File: config.mk
export PLATFORM = sky130hd
export DESIGN_NAME = damage_calc
export DESIGN_NICKNAME = d
export VERILOG_FILES = /design/src/rtl/damage_calc.sv
export SDC_FILE = /design/constraint.sdc
export NUM_CORES = 1
export LEC_CHECK = 0
export ABC_CLOCK_PERIOD_IN_PS = 5830
export BUFFER_PORTS_ARGS = -buffer_cell sky130_fd_sc_hd__buf_2
export CAP_MARGIN = 10
export CORE_ASPECT_RATIO = 0.6
export CORE_MARGIN = 5
export CORE_UTILIZATION = 46
export CTS_CLUSTER_DIAMETER = 100
export DETAILED_ROUTE_END_ITERATION = 8
export GPL_TIMING_DRIVEN = 1
export PLACE_DENSITY = 0.94
export REMOVE_ABC_BUFFERS = 1
export SYNTH_ARGS = -nofsm -noshare
export SYNTH_HDL_FRONTEND = slang
export SYNTH_SLANG_ARGS = --single-unit
export TNS_END_PERCENT = 20
File: constraint.sdc
create_clock -name clk -period 5.83 [get_ports clk]
set_clock_uncertainty 0.1 [all_clocks]
set_input_delay 1.166 -clock clk [delete_from_list [all_inputs] [get_ports clk]]
set_output_delay 1.166 -clock clk [all_outputs]
set_load 0.02 [all_outputs]
File: src/rtl/damage_calc.sv
// Combat-resolution datapath: serially accumulates 16 friendly and 16 enemy
// attack slots into two 12-bit totals behind a Start/Done/Ack handshake.
module damage_calc (
  input  logic        clk,
  input  logic        rst,
  input  logic        Start,
  input  logic        Ack,
  input  logic [7:0]  unitAttack0,
  input  logic [7:0]  unitAttack1,
  input  logic [7:0]  unitAttack2,
  input  logic [7:0]  unitAttack3,
  input  logic [7:0]  unitAttack4,
  input  logic [7:0]  unitAttack5,
  input  logic [7:0]  unitAttack6,
  input  logic [7:0]  unitAttack7,
  input  logic [7:0]  unitAttack8,
  input  logic [7:0]  unitAttack9,
  input  logic [7:0]  unitAttack10,
  input  logic [7:0]  unitAttack11,
  input  logic [7:0]  unitAttack12,
  input  logic [7:0]  unitAttack13,
  input  logic [7:0]  unitAttack14,
  input  logic [7:0]  unitAttack15,
  input  logic [7:0]  enemyAttack0,
  input  logic [7:0]  enemyAttack1,
  input  logic [7:0]  enemyAttack2,
  input  logic [7:0]  enemyAttack3,
  input  logic [7:0]  enemyAttack4,
  input  logic [7:0]  enemyAttack5,
  input  logic [7:0]  enemyAttack6,
  input  logic [7:0]  enemyAttack7,
  input  logic [7:0]  enemyAttack8,
  input  logic [7:0]  enemyAttack9,
  input  logic [7:0]  enemyAttack10,
  input  logic [7:0]  enemyAttack11,
  input  logic [7:0]  enemyAttack12,
  input  logic [7:0]  enemyAttack13,
  input  logic [7:0]  enemyAttack14,
  input  logic [7:0]  enemyAttack15,
  output logic [11:0] totalUnitDamage,
  output logic [11:0] totalEnemyDamage,
  output logic        Done
);

  typedef enum logic [1:0] {
    S_INIT    = 2'd0,
    S_COMPUTE = 2'd1,
    S_DONE    = 2'd2
  } state_e;

  state_e      state_q;
  logic [3:0]  idx_q;
  logic [11:0] unit_tot_q;
  logic [11:0] enemy_tot_q;
  logic        done_q;

  logic [7:0]  unit_arr_s  [16];
  logic [7:0]  enemy_arr_s [16];
  logic [7:0]  unit_sel_s;
  logic [7:0]  enemy_sel_s;
  logic [11:0] unit_sum_d;
  logic [11:0] enemy_sum_d;

  assign unit_arr_s[0]   = unitAttack0;
  assign unit_arr_s[1]   = unitAttack1;
  assign unit_arr_s[2]   = unitAttack2;
  assign unit_arr_s[3]   = unitAttack3;
  assign unit_arr_s[4]   = unitAttack4;
  assign unit_arr_s[5]   = unitAttack5;
  assign unit_arr_s[6]   = unitAttack6;
  assign unit_arr_s[7]   = unitAttack7;
  assign unit_arr_s[8]   = unitAttack8;
  assign unit_arr_s[9]   = unitAttack9;
  assign unit_arr_s[10]  = unitAttack10;
  assign unit_arr_s[11]  = unitAttack11;
  assign unit_arr_s[12]  = unitAttack12;
  assign unit_arr_s[13]  = unitAttack13;
  assign unit_arr_s[14]  = unitAttack14;
  assign unit_arr_s[15]  = unitAttack15;
  assign enemy_arr_s[0]  = enemyAttack0;
  assign enemy_arr_s[1]  = enemyAttack1;
  assign enemy_arr_s[2]  = enemyAttack2;
  assign enemy_arr_s[3]  = enemyAttack3;
  assign enemy_arr_s[4]  = enemyAttack4;
  assign enemy_arr_s[5]  = enemyAttack5;
  assign enemy_arr_s[6]  = enemyAttack6;
  assign enemy_arr_s[7]  = enemyAttack7;
  assign enemy_arr_s[8]  = enemyAttack8;
  assign enemy_arr_s[9]  = enemyAttack9;
  assign enemy_arr_s[10] = enemyAttack10;
  assign enemy_arr_s[11] = enemyAttack11;
  assign enemy_arr_s[12] = enemyAttack12;
  assign enemy_arr_s[13] = enemyAttack13;
  assign enemy_arr_s[14] = enemyAttack14;
  assign enemy_arr_s[15] = enemyAttack15;

  // Slot mux and next partial sums; 16 x 255 = 4080 fits in 12 bits, so no wrap.
  always_comb begin
    unit_sel_s  = unit_arr_s[idx_q];
    enemy_sel_s = enemy_arr_s[idx_q];
    unit_sum_d  = unit_tot_q + {4'd0, unit_sel_s};
    enemy_sum_d = enemy_tot_q + {4'd0, enemy_sel_s};
  end

  // Control FSM with registered totals and Done.
  always_ff @(posedge clk) begin
    if (rst) begin
      state_q     <= S_INIT;
      idx_q       <= 4'd0;
      unit_tot_q  <= 12'd0;
      enemy_tot_q <= 12'd0;
      done_q      <= 1'b0;
    end else begin
      case (state_q)
        S_INIT: begin
          done_q <= 1'b0;
          if (Start) begin
            unit_tot_q  <= 12'd0;
            enemy_tot_q <= 12'd0;
            idx_q       <= 4'd0;
            state_q     <= S_COMPUTE;
          end
        end
        S_COMPUTE: begin
          unit_tot_q  <= unit_sum_d;
          enemy_tot_q <= enemy_sum_d;
          idx_q       <= idx_q + 4'd1;
          if (idx_q == 4'd15) begin
            state_q <= S_DONE;
            done_q  <= 1'b1;
          end
        end
        S_DONE: begin
          if (Ack) begin
            state_q <= S_INIT;
            done_q  <= 1'b0;
          end
        end
        default: begin
          state_q <= S_INIT;
          idx_q   <= 4'd0;
          done_q  <= 1'b0;
        end
      endcase
    end
  end

  assign totalUnitDamage  = unit_tot_q;
  assign totalEnemyDamage = enemy_tot_q;
  assign Done             = done_q;

endmodule

==> flow_metrics.env, run 1 <==
export IMPL_cts_buffers=5
export IMPL_setup_slack_ns=1.89
export IMPL_place_inst=734
export IMPL_rr_startpoint="idx_q[0]$_SDFFE_PP0P_"
export IMPL_cts_resized=0
export IMPL_nets=908
export IMPL_cp_required_ns=5.90
export IMPL_r2r_end="totalUnitDamage[8]$_SDFFE_PP0P_"
export IMPL_core_sq_um=8490
export IMPL_post_cts_buffers=0
export IMPL_switching_share_pct=31.4
export IMPL_yosysUniqueCellTypes=42
export IMPL_via_per_inst=5.90
export IMPL_synthMostInstantiatedCell="mux4_2"
export IMPL_timing_final_setup_violations=0
export IMPL_vias=4395
export IMPL_tightest_slew_ns=1.01
export IMPL_pwr_share_seq_pct=28.5
export IMPL_grt_pass1_vias=4578
export IMPL_wirelength_mm=14.4
export IMPL_p_switching_uw=282
export IMPL_grt_pass1_wl_mm=21.4
export IMPL_max_clock_freq_ghz=0.254
export IMPL_routedWlPerCell_um=19.3
export IMPL_overflow=0
export IMPL_yosys_top_cells_area="mux4_2 27%, dfxtp_1 16%, mux4_1 11%"
export IMPL_place_ws_ns=1.76
export IMPL_drc=0
export IMPL_drive_above_1_share_pct=55.6
export IMPL_worstHoldPathCells=1
export IMPL_setup_worst_path_end_class="register"
export IMPL_grt_max_degree=57
export IMPL_yosysSeqAreaShare_pct=15.6
export IMPL_yosysWarnings=0
export IMPL_cts_hold_buf=0
export IMPL_fin_crit_ns=3.94
export IMPL_numPortBuffers=284
export IMPL_synth_seq_cells=31
export IMPL_io_pin_count=285
export IMPL_leakagePower_nw=2.56
export IMPL_ff_latch_area_sq_um=628
export IMPL_cts_root_buf="clkbuf_16"
export IMPL_syn_inst=366
export IMPL_syn_avg_cell_area_sq_um=10.9
export IMPL_insertion_delay_ns=0.28
export IMPL_pwr_density_cell_nw_per_um2=162
export IMPL_power_uw=896
export IMPL_detail_route_first_pass_iterations=5
export IMPL_ir_drop_mv=0.0983
export IMPL_crit_fanout=56
export IMPL_drv_slew=0
export IMPL_min_from="totalUnitDamage[5]$_SDFFE_PP0P_"
export IMPL_initial_utilization_pct=47.0
export IMPL_combPwrFrac_pct=40.9
export IMPL_finalHoldViolCount=0
export IMPL_rows=26
export IMPL_reg2reg_slack_ns=1.89
export IMPL_syn_area_sq_um=3990
export IMPL_gp_congestion=0.882
export IMPL_slew_headroom_pct=32.7
export IMPL_die_w_um=130
export IMPL_worstRegToRegCells=11
export IMPL_cts_buffer_depth=2
export IMPL_arrival_ns=4.00
export IMPL_rsz0062_at_grt="false"
export IMPL_hold_end="totalUnitDamage[5]$_SDFFE_PP0P_"
export IMPL_drt_antenna_violating_nets=0
export IMPL_antenna_found_initial=3
export IMPL_post_dp_hpwl_mm=11.8
export IMPL_fin_cells=745
export IMPL_worstSetupPathType="reg2reg"
export IMPL_cap_violations=0
export IMPL_intPower_uw=614
export IMPL_fillCellCount=721
export IMPL_dominantRegCellSynth="dfxtp_1"
export IMPL_worst_setup_path_start_kind="register"
export IMPL_tns_ns=0
export IMPL_yosys_area_top_type="mux4_2"
export IMPL_hp_class="reg2reg"
export IMPL_power_clock_fraction_pct=30.6
export IMPL_crit_start="idx_q[0]$_SDFFE_PP0P_"
export IMPL_cts_tree="done"
export IMPL_multi_input_area_sq_um=3110
export IMPL_cts_num_sinks=31
export IMPL_path_clk_slew_ns=0.05
export IMPL_synthArstFlopShare_pct=0
export IMPL_synth_edf_count=0
export IMPL_grt_usage_pct=25.7
export IMPL_status="finished clean"
export IMPL_die_h_um=82.1
export IMPL_synth_common_cells="47 x mux4_2, 36 x a21oi_1, 31 x dfxtp_1"
export IMPL_first_iter_violations=274
export IMPL_htreeDepth=2
export IMPL_fin_crit_sh_pct=67.5
export IMPL_dieArea_sq_um=10700
export IMPL_areaGrowthSynthToFinish_pct=38.5
export IMPL_synth_top_area_share_pct=26.5
-- state kept, by name, summed over array words and instances (netlist names) --
register	cells
state_q	2
totalEnemyDamage	12
Done	1
idx_q	4
totalUnitDamage	12
-- power by group through the flow --
stage | clock [mW] | sequential (mW) | combinational [mW]
5_1_grt | 0.288 | 0.260 | 0.404
4_1_cts | 0.279 | 0.257 | 0.366
3_3_place_gp | 0 | 0.259 | 0.348
2_1_floorplan | 0 | 0.273 | 0.211
3_5_place_dp | 0 | 0.261 | 0.365
6_report | 0.274 | 0.256 | 0.367
-- layout make-up --
type,instances,area share [%]
Multi-Input combinational cell,294,56.2
Timing Repair Buffer,288,26.3
Sequential cell,31,11.4
Clock buffer,8,2.83
Tap cell,112,2.54
Inverter,9,0.612
Antenna cell,3,0.136
-- through the flow --
stage	utilization, %	hold slack (ns)	cell area [sq um]
2_1_floorplan	-	0.439	3760
3_3_place_gp	63.1	0.394	5360
3_5_place_dp	63.1	0.398	5360
4_1_cts	65.0	0.411	5520
5_1_grt	65.1	0.437	5520
6_report	65.1	0.407	5520
-- routing by layer --
layer	up-vias	GRT usage (%)	part of all wire (%)
li1	2029	-	-
met1	2125	25.6	34
met2	203	50.8	54
met3	38	6.68	8.4
met4	0	11.5	3.4
met5	-	0	0
-- worst max-delay path, stage by stage, from the launching register on --
cell      delay [ns]
dfxtp_4         0.98
mux4_2          0.60
nor2b_1         0.14
a211oi_1        0.25
a21oi_1         0.07
ha_1            0.26
fa_1            0.43
a21oi_1         0.27
o211ai_1        0.14
a31oi_1         0.27
nor3_1          0.08
o22a_1          0.22
-- cells by family after synthesis --
kind of cell	Yosys count	share of synthesized area (%)
adder cells (fa/ha/maj)	19	6.34
XOR/XNOR	14	3.08
AO/OA/AOI/OAI	104	17.5
AND/OR/NAND/NOR	77	9.19
multiplexers	80	41.8
buffers and inverters	41	6.53
flip-flops	31	15.6
-- cell usage in the layout, fill, tap and decap left out, drive strengths merged, types with 5 or more instances in the layout --
cell and instances:
buf 288, mux4 64, a21oi 36, dfxtp 31, nor2 21, nor2b 19
nand2 19, ha 17, mux2i 16, a211oi 16, a22o 10, o21ai 10
xnor2 9, a22oi 9, inv 9, nand3 8, clkbuf 8, a31oi 7
xor2 5
-- how the worst max path moves through the flow --
stage,end,slack (ns),cells past startpoint
2_1_floorplan,totalUnitDamage[8]$_SDFFE_PP0P_,0.46,11
3_3_place_gp,totalUnitDamage[8]$_SDFFE_PP0P_,1.88,12
3_5_place_dp,totalUnitDamage[8]$_SDFFE_PP0P_,1.76,12
4_1_cts,totalUnitDamage[8]$_SDFFE_PP0P_,1.80,11
5_1_grt,totalUnitDamage[8]$_SDFFE_PP0P_,1.51,11
6_report,totalUnitDamage[8]$_SDFFE_PP0P_,1.89,11
Power figures use the tool's default switching activity.
==> run 2: changes to the inputs <==
--- a/config.mk
+++ b/config.mk
@@ -5,16 +5,17 @@
 export SDC_FILE = /design/constraint.sdc
 export NUM_CORES = 1
 export LEC_CHECK = 0
-export ABC_CLOCK_PERIOD_IN_PS = 5830
+export ABC_AREA = 1
+export ABC_CLOCK_PERIOD_IN_PS = 3900
 export BUFFER_PORTS_ARGS = -buffer_cell sky130_fd_sc_hd__buf_2
 export CAP_MARGIN = 10
 export CORE_ASPECT_RATIO = 0.6
 export CORE_MARGIN = 5
-export CORE_UTILIZATION = 46
+export CORE_UTILIZATION = 44
 export CTS_CLUSTER_DIAMETER = 100
 export DETAILED_ROUTE_END_ITERATION = 8
 export GPL_TIMING_DRIVEN = 1
-export PLACE_DENSITY = 0.94
+export PLACE_DENSITY = 0.88
 export REMOVE_ABC_BUFFERS = 1
 export SYNTH_ARGS = -nofsm -noshare
 export SYNTH_HDL_FRONTEND = slang
==> constraint.sdc (replaced) <==
create_clock -name clk -period 3.9 [get_ports clk]
set_clock_uncertainty 0.1 [all_clocks]
set_input_delay 0.78 -clock clk [delete_from_list [all_inputs] [get_ports clk]]
set_output_delay 0.78 -clock clk [all_outputs]
set_load 0.02 [all_outputs]
==> run 2 against run 1 <==
Critical endpoint is now totalUnitDamage[5]$_SDFFE_PP0P_. Flip-flop and latch count unchanged. Power up 66%. Register-to-register slack worse by 1.0 ns. Largest cell class unchanged. Clock power up 59%. First-iteration DRC count up 89%.
==> flow_metrics.env, run 2 <==
export IMPL_wirelength_mm=18.2
export IMPL_arrival_ns=3.13
export IMPL_num_antenna_cells=0
export IMPL_hp_class="reg2reg"
export IMPL_crit_fanout=41
export IMPL_final_common_cell="buf_2"
export IMPL_via_per_inst=5.39
export IMPL_insertion_delay_ns=0.28
export IMPL_areaGrowthSynthToFinish_pct=35.7
export IMPL_cap_violations=0
export IMPL_worstRegToRegCells=14
export IMPL_yosys_top_cells_area="nor2_1 16%, dfxtp_1 14%, nand2_1 13%"
export IMPL_rows=28
export IMPL_ir_drop_mv=0.227
export IMPL_overflow=0
export IMPL_yosys_area_top_type="nor2_1"
export IMPL_die_h_um=88.0
export IMPL_cts_buffer_depth=2
export IMPL_cts_root_buf="clkbuf_16"
export IMPL_synth_top_area_share_pct=15.8
export IMPL_cts_tree="done"
export IMPL_fillCellCount=1033
export IMPL_synth_common_cells="188 x nor2_1, 157 x nand2_1, 117 x o21ai_0"
export IMPL_gp_congestion=0.941
export IMPL_tightest_slew_ns=0.698
export IMPL_reg2reg_slack_ns=0.88
export IMPL_rsz0062_at_grt="false"
export IMPL_finalHoldViolCount=0
export IMPL_status="finished clean"
export IMPL_timing_final_setup_violations=0
export IMPL_syn_inst=803
export IMPL_tns_ns=0
export IMPL_synth_edf_count=0
export IMPL_syn_area_sq_um=4460
export IMPL_first_iter_violations=519
export IMPL_cts_hold_buf=0
export IMPL_initial_utilization_pct=45.2
export IMPL_grt_max_degree=131
export IMPL_antenna_found_initial=0
export IMPL_yosysUniqueCellTypes=32
export IMPL_dominantRegCellSynth="dfxtp_1"
export IMPL_hold_end="Done$_SDFFE_PP0P_"
export IMPL_max_clock_freq_ghz=0.331
export IMPL_cts_buffers=5
export IMPL_place_ws_ns=0.905
export IMPL_grt_pass1_wl_mm=29.0
export IMPL_final_cell_mix="284 x buf_2, 188 x nor2_1, 157 x nand2_1"
export IMPL_worstHoldPathCells=2
export IMPL_fin_crit_ns=3.02
export IMPL_syn_avg_cell_area_sq_um=5.56
export IMPL_min_from="Done$_SDFFE_PP0P_"
export IMPL_cts_resized=0
export IMPL_htreeDepth=2
export IMPL_detail_route_first_pass_iterations=5
export IMPL_pwr_density_cell_nw_per_um2=245
export IMPL_drt_antenna_violating_nets=0
export IMPL_core_sq_um=9880
export IMPL_rr_startpoint="idx_q[0]$_SDFFE_PP0P_"
export IMPL_routedWlPerCell_um=15.3
export IMPL_numPortBuffers=284
export IMPL_drive_above_1_share_pct=30.0
export IMPL_grt_usage_pct=28.6
export IMPL_r2r_end="totalUnitDamage[5]$_SDFFE_PP0P_"
export IMPL_nets=1333
export IMPL_yosysSeqAreaShare_pct=13.9
export IMPL_grt_pass1_vias=5942
export IMPL_setup_slack_ns=0.879
export IMPL_dieArea_sq_um=12300
export IMPL_cp_required_ns=4.01
export IMPL_cts_num_sinks=31
export IMPL_worst_setup_path_start_kind="register"
export IMPL_post_dp_hpwl_mm=14.6
export IMPL_worstSetupPathType="reg2reg"
export IMPL_fin_crit_sh_pct=77.5
export IMPL_slew_headroom_pct=53.4
export IMPL_synthMostInstantiatedCell="nor2_1"
export IMPL_drv_slew=0
export IMPL_io_pin_count=285
export IMPL_die_w_um=140
export IMPL_vias=6415
export IMPL_yosysWarnings=0
export IMPL_post_cts_buffers=0
export IMPL_synth_seq_cells=31
export IMPL_leakagePower_nw=3.05
export IMPL_synthArstFlopShare_pct=0
export IMPL_drc=0
export IMPL_setup_worst_path_end_class="register"
export IMPL_path_clk_slew_ns=0.05
==> run 2: changes by cell type in the layout (fill, tap and decap cells not counted), moves of 25 or more <==
| cell | delta |
|---|---|
| o21ai_0 | +113 |
| inv_1 | +25 |
| nand2_1 | +138 |
| nor2_1 | +167 |
| mux4_2 | -47 |
| nand3_1 | +43 |
==> run 2: where the power goes <==
part | leakage (nW) | total, mW | internal, mW | switching [mW]
Clock | 0.0850 | 0.436 | 0.291 | 0.145
Combinational | 2.72 | 0.693 | 0.292 | 0.401
Sequential | 0.254 | 0.358 | 0.336 | 0.0219
==> run 2: stage by stage <==
stage | util, % | power (mW) | hold WS [ns] | cells | area, sq um
global placement | 59.6 | 1.03 | 0.349 | 1182 | 5890
floorplan | - | 0.783 | 0.421 | 750 | 4160
CTS | 61.3 | 1.49 | 0.360 | 1190 | 6060
finish | 61.3 | 1.49 | 0.360 | 1190 | 6060
global route | 61.3 | 1.61 | 0.406 | 1190 | 6060
detailed placement | 59.6 | 1.05 | 0.353 | 1182 | 5890
==> run 2: cell families after synthesis <==
group / count (synthesis) / synth area share [%]
and+or+nand+nor: 413 / 37.4
AOI/OAI and AO/OA: 230 / 28.5
buffers and inverters: 90 / 10.0
DFF: 31 / 13.9
muxes: 20 / 4.48
adders and majority gates: 19 / 5.66
==> run 2: area by class of cell <==
type | instances | area, sq um | share of cell area, %
Clock buffer | 7 | 164 | 2.71
Clock inverter | 1 | 5.00 | 0.0826
Inverter | 37 | 139 | 2.29
Multi-Input combinational cell | 682 | 3400 | 56.1
Sequential cell | 31 | 628 | 10.4
Tap cell | 135 | 169 | 2.79
Timing Repair Buffer | 297 | 1560 | 25.7
==> run 2: worst max-delay path, stage by stage (launching register included) <==
cell	delay (ns)
dfxtp_4	0.35
inv_2	0.51
buf_4	0.34
nor2_1	0.07
o211ai_1	0.18
nand2_1	0.07
o21bai_1	0.29
ha_1	0.31
nand3_1	0.09
nand3_1	0.16
nand2_1	0.14
nand2_1	0.06
nand2_1	0.05
nand3_1	0.07
a21oi_1	0.15
==> run 2: worst max path at each step <==
stage / endpoint / cells after the start / slack (ns) / from
after floorplan: totalUnitDamage[8]$_SDFFE_PP0P_ / 14 / -1.97 / idx_q[0]$_SDFFE_PP0P_
after global placement: totalEnemyDamage[10]$_SDFFE_PP0P_ / 16 / 0.95 / enemyAttack0[0]
after detailed placement: totalUnitDamage[8]$_SDFFE_PP0P_ / 15 / 0.91 / idx_q[0]$_SDFFE_PP0P_
after CTS: totalUnitDamage[8]$_SDFFE_PP0P_ / 15 / 0.90 / idx_q[0]$_SDFFE_PP0P_
after global routing: totalUnitDamage[8]$_SDFFE_PP0P_ / 15 / 0.52 / idx_q[0]$_SDFFE_PP0P_
final: totalUnitDamage[5]$_SDFFE_PP0P_ / 14 / 0.88 / idx_q[0]$_SDFFE_PP0P_
==> run 2: per-layer routing <==
layer  global-route usage (%)  vias up  part of all wire (%)
li1                         -     3223                     -
met3                     6.33       35                   9.0
met5                        0        -                     0
met2                     50.0      305                    47
met1                     35.7     2852                    42
met4                     9.06        0                   2.7
